**src/rtl/im_loader.sv**
```systemverilog
// Program loader: packs a byte stream (high byte first) into 16-bit words and
// writes them into instruction RAM from address 0, holding the CPU meanwhile.
`ifndef HALT
`define HALT 5'b00001
`endif

module im_loader (
  input  logic        clock,
  input  logic        reset,
  input  logic        start,
  input  logic [7:0]  in_data,
  input  logic        in_valid,
  output logic        in_ready,
  output logic        im_we,
  output logic [7:0]  im_waddr,
  output logic [15:0] im_wdata,
  output logic        cpu_hold,
  output logic        done,
  output logic [8:0]  word_count
);

  typedef enum logic [2:0] {IDLE, HI, LO, WRITE, DONE} state_t;

  localparam logic [15:0] HALT_WORD = {`HALT, 11'd0};

  state_t      state_q, state_d;
  logic [7:0]  addr_q;
  logic [7:0]  hi_q, lo_q;
  logic [8:0]  count_q;
  logic        last_word;

  // A load ends on the HALT word (which is still written) or at the top address.
  assign last_word = ({hi_q, lo_q} == HALT_WORD) || (addr_q == 8'hFF);

  always_ff @(posedge clock or posedge reset) begin
    if (reset) begin
      state_q <= IDLE;
      addr_q  <= '0;
      hi_q    <= '0;
      lo_q    <= '0;
      count_q <= '0;
    end else begin
      state_q <= state_d;
      case (state_q)
        IDLE, DONE: begin
          if (start) begin
            addr_q  <= '0;
            count_q <= '0;
          end
        end
        HI: if (in_valid) hi_q <= in_data;
        LO: if (in_valid) lo_q <= in_data;
        WRITE: begin
          count_q <= count_q + 9'd1;
          if (!last_word) addr_q <= addr_q + 8'd1;
        end
        default: ;
      endcase
    end
  end

  always_comb begin
    state_d  = state_q;
    in_ready = 1'b0;
    im_we    = 1'b0;
    cpu_hold = 1'b0;
    done     = 1'b0;
    case (state_q)
      IDLE: if (start) state_d = HI;
      HI: begin
        in_ready = 1'b1;
        cpu_hold = 1'b1;
        if (in_valid) state_d = LO;
      end
      LO: begin
        in_ready = 1'b1;
        cpu_hold = 1'b1;
        if (in_valid) state_d = WRITE;
      end
      WRITE: begin
        im_we    = 1'b1;
        cpu_hold = 1'b1;
        state_d  = last_word ? DONE : HI;
      end
      DONE: begin
        done = 1'b1;
        if (start) state_d = HI;
      end
      default: state_d = IDLE;
    endcase
  end

  assign im_waddr   = addr_q;
  assign im_wdata   = {hi_q, lo_q};
  assign word_count = count_q;

endmodule

```
**config.mk**
```make
export PLATFORM = sky130hd
export DESIGN_NAME = im_loader
export DESIGN_NICKNAME = d
export VERILOG_FILES = /design/src/rtl/im_loader.sv
export SDC_FILE = /design/constraint.sdc
export NUM_CORES = 1
export LEC_CHECK = 0
export CAP_MARGIN = 20
export CELL_PAD_IN_SITES_DETAIL_PLACEMENT = 0
export CELL_PAD_IN_SITES_GLOBAL_PLACEMENT = 1
export CORE_UTILIZATION = 38
export DETAILED_ROUTE_END_ITERATION = 16
export GPL_TIMING_DRIVEN = 0
export MAX_ROUTING_LAYER = met4
export PLACE_DENSITY_LB_ADDON = 0.1
export SYNTH_ARGS = -nofsm -noshare
export SYNTH_HDL_FRONTEND = slang
export SYNTH_SLANG_ARGS = --single-unit
export TNS_END_PERCENT = 100
```
**constraint.sdc**
```tcl
create_clock -name clock -period 4.6 [get_ports clock]
set_input_delay 0.46 -clock clock [delete_from_list [all_inputs] [get_ports clock]]
set_output_delay 0.46 -clock clock [all_outputs]
set_load 0.02 [all_outputs]
```
Yosys cells after proc, flatten, opt, wreduce, memory -nomap -nowiden
Index checks and enable logic that the tools add are counted.
{ "totals": {"register_bits": 36, "input_bits": 12, "word_cells": 42} }
{ "classes": {"add_sub_neg": 2, "eq_ne": 10, "mux": 14, "reduce_logical": 11} }
{ "ops": {"columns": ["cell", "count"], "rows": [
  ["$pmux W9 S2", 1],
  ["$eq A16 B12 Y1 const B", 1],
  ["$mux W8", 2],
  ["$pmux W8 S2", 1],
  ["$mux W3", 4],
  ["$pmux W3 S4", 1],
  ["$add A9 B1 Y9 const B", 1],
  ["$mux W9", 1],
  ["$add A8 B1 Y8 const B", 1],
  ["$eq A8 B8 Y1 const B", 1],
  ["$eq A3 B2 Y1 const B", 2],
  ["$ne A2 B2 Y1 const B", 3],
  ["$reduce_and A2 Y1", 3],
  ["$reduce_and A3 Y1", 2],
  ["$mux W1", 4],
  ["$reduce_or A2 Y1", 2],
  ["$eq A3 B1 Y1 const B", 1],
  ["$eq A3 B3 Y1 const B", 1],
  ["$logic_not A3 Y1", 1],
  ["$reduce_or A3 Y1", 1],
  ["$ne A2 B1 Y1 const B", 1],
  ["$reduce_bool A2 Y1", 1],
  ["$logic_or A1 B1 Y1", 1]
]} }

Depth between registers and ports, before layout
{ "depth": {"depth_word": 4, "ltp_mapped": 7, "depth_no_buf": 6} }

Worst setup path before layout
OpenSTA, ideal clock, no wires.
{ "synth_timing": {"kind": "register to register", "start": "register addr_q[0], in the netlist im_waddr[0]", "end": "register addr_q[7], in the netlist im_waddr[7]", "setup_ps": 69, "arrival_ps": 1589, "required_time_ps": 4531, "setup_slack_ps": 2943, "path_stages_with_launch": 7, "synth_period_minus_slack_ps": 1657, "cell_sequence": "dfrtp_1 -> ha_1 -> and3_1 -> nand2_1 -> a21oi_1 -> or4_1 -> nand3_1"} }
{ "synth_between": {"elab_chain_cells": 4} }
{ "synth_lines": {"columns": ["element", "line", "source"], "rows": [
  ["from (decl)", "27", "logic [7:0] addr_q;"],
  ["from (signal assigned)", "55", "if (!last_word) addr_q <= addr_q + 8'd1;"],
  ["parallel branches: the longest is 4 deep, another holds $add A8 B1 Y8", null, null]
]} }
Parallel ways; which one is timed is not known. The select of a mux whose other input is x is not followed.
A chain may end at the register's enable or synchronous reset.

Final worst setup path
{ "layout_timing": {"start": "register state_q[2]", "end": "output im_we"} }
{ "layout_between": {"elab_chain_cells": 2} }
{ "layout_lines": {"columns": ["element", "line", "source"], "rows": [
  ["from (decl)", "26", "state_t state_q, state_d;"],
  ["from (signal assigned)", "43", "state_q <= state_d;"],
  ["$eq A3 B2 Y1", "68", "case (state_q)"],
  ["$mux W1", "68", null],
  ["to (decl)", "14", "output logic im_we,"]
]} }
Every way passes these cells.

==> metrics.cfg <==
[grt]
antenna_found_initial=0
grt_max_degree=21
grt_pass1_vias=1380
track_usage=0.1967
grt_remaining_overflow=0
grt_pass1_wl_mm=6.430

[clock_tree]
cts_buffer_depth=2
cts_resized=0
cts_root_buf=clkbuf_8
postCtsSetupBuffers=0
clkLatencyLatePin_ns=0.29
cts_buffers=5
htreeDepth=2
cts_tree=done
clk_pin_slew_ns=0.07
cts_sinks=36
hold_buffers=0

[logic_synthesis]
ys_ff_latch=36
synthDistinctLibCells=32
netlist_area_um2=1687
synthesis.nets=171
avgSynthCellArea_um2=10.74
synth_ff_type=dfrtp_1
netlist_instances=157
ys_seq_area_frac=0.5341
synth_edf_count=0
yosysWarningCount=0
async_flop_share=1.000

[worst_setup_path]
reg2reg_slack_ns=2.80
startpoint_type=flop
startpoint=state_q[2]
crit_end=im_we
r2r_cells=4
crit_required_ns=4.14
critPathArrivalTime_ns=1.82
cp_max_fo=10
r2r-end=im_waddr[0]
end_kind=output port
timing.rr.start=lo_q[0]
path_class=flop to output port

[place]
port_buffers=48
place_ws_ns=2.438
hpwl_mm=2.785
dp_cells=256
gp_congestion=0.7496

[sta]
tns_ns=0
slew_headroom=0.4807
period_share=0.4951
tightest_slew_ns=0.7782
setup_ws_ns=2.323
max_freq_mhz=439.1
fin_skew_ns=0.005923
hold_viol=0
rsz0062_at_grt=false
fin_crit_ns=2.277
finalSetupViolCount=0
drv_slew=0

[floorplanning]
chipWidth_um=68.62
start_util=0.4070
rows=23
dieArea_um2=4709
core_region_area_um2=4144
pin_count=49
die_height_um=68.62

[status]
status=completed

[flow_run]
cap_violations=0

[cells_and_area]
areaGrowthSynthToFinish_pct=39.54
final_cell_count_no_fill=263
drive_above_1_share=0.1408
fin_nets=227
diodes=0

[power_and_ir_drop]
power.total_mw=1.481
p_leak_nw=0.9986
max-vdd-ir-drop_uv=396.4
p_per_area_nw_per_um2=629.5

[routing]
drc_errors=0
drt_iter0_markers=63
wl_per_cell_um=14.44
drtAntennaViolNets=0
drt_pass1_iterations=4
routed_via_density=5.342
vias=1405
totalWireLength_mm=3.797

[min_path]
holdCritPathClass=flop to flop

==> power by group <==
group	internal, mW	leakage [nW]	total, mW	switching, mW
Sequential	0.432	0.459	0.546	0.114
Combinational	0.345	0.489	0.692	0.348
Clock	0.133	0.0503	0.243	0.110
Total	0.910	0.999	1.48	0.572
==> metrics by stage <==
stage / hold WS (ns) / area, µm² / util
CTS: 0.5083 / 2354 / 0.5679
global route: 0.5290 / 2354 / 0.5679
global placement: 0.4789 / 2230 / 0.5380
floorplan: 0.5491 / 1687 / -
detailed placement: 0.4919 / 2257 / 0.5447
finish: 0.4949 / 2354 / 0.5679
==> per-layer routing <==
| layer | GRT usage | up-vias | share of wire | routed length, µm |
|---|---|---|---|---|
| met5 | - | - | 0 | 0 |
| met4 | 0.1016 | 0 | 0.022 | 85 |
| met3 | 0.03947 | 8 | 0.049 | 185 |
| met2 | 0.2880 | 36 | 0.46 | 1762 |
| met1 | 0.2568 | 689 | 0.46 | 1763 |
| li1 | - | 672 | - | - |
==> kinds of logic after synthesis <==
family / count (synthesis) / synth area share
AND/OR/NAND/NOR: 68 / 0.2211
flip-flops: 36 / 0.5341
AO/OA/AOI/OAI: 24 / 0.07790
multiplexers: 20 / 0.1313
buffers and inverters: 6 / 0.01558
adder cells (fa/ha/maj): 2 / 0.01483
XOR/XNOR: 1 / 0.005194
==> critical path, cell delays in order (launching register included) <==
cell and delay (ns):
dfrtp_1 0.36, buf_2 0.17, nand3b_4 0.19, inv_2 0.17
clkdlybuf4s50_1 0.64
==> area by class of cell <==
type,instances,area (µm²)
multi-input cells,115,759.5
clock buffers,7,96.34
repair buffers,49,508.0
well taps,50,62.56
inverters,3,11.26
plain buffers,3,15.01
fillers,364,1790
flip-flops and latches,36,900.9
==> state kept, by name, indices dropped and copies added, names as in the netlist <==
register    flops
lo_q            8
im_waddr        8
hi_q            8
word_count      9
state_q         3
==> cells in the final DEF, fill, tap and decap left out, drive strengths merged, types with 2 or more instances in the layout <==
cell            n
o21ai          13
and3            2
nand4           3
nor4            3
nand2b          3
dfrtp          36
nand2          21
a21oi           7
or4             2
nor2           11
inv             3
clkdlybuf4s50  48
mux2           17
buf             4
nand3          12
and2            3
nor2b           2
ha              2
clkbuf          7
mux2i           3
==> cell usage after synthesis, types with 2 or more instances <==
master | instances | area (µm²)
o21ai_0 | 13 | 65.06
or4_1 | 2 | 15.01
buf_2 | 3 | 15.01
mux2i_1 | 3 | 30.03
ha_1 | 2 | 25.02
inv_1 | 2 | 7.510
nand2_1 | 21 | 78.83
nand4_1 | 3 | 18.77
nand3_1 | 12 | 60.06
dfrtp_1 | 36 | 900.9
nor2_1 | 9 | 33.78
mux2_1 | 3 | 33.78
nor4_1 | 3 | 18.77
nand2b_1 | 3 | 18.77
nor2_2 | 2 | 12.51
and2_1 | 3 | 18.77
a21oi_1 | 7 | 35.03
and3_1 | 2 | 12.51
mux2_2 | 14 | 157.7
nor2b_1 | 2 | 12.51
==> worst min-delay path by stage <==
stage | slack [ns] | end | from | cells after the start
floorplan | 0.55 | state_q[2] | start | 1
global placement | 0.48 | word_count[8] | word_count[8] | 1
detailed placement | 0.49 | word_count[8] | word_count[8] | 1
CTS | 0.51 | word_count[8] | word_count[8] | 1
global route | 0.53 | word_count[8] | word_count[8] | 1
finish | 0.49 | word_count[8] | word_count[8] | 1
Note: power is estimated with default switching activity, not from simulation.
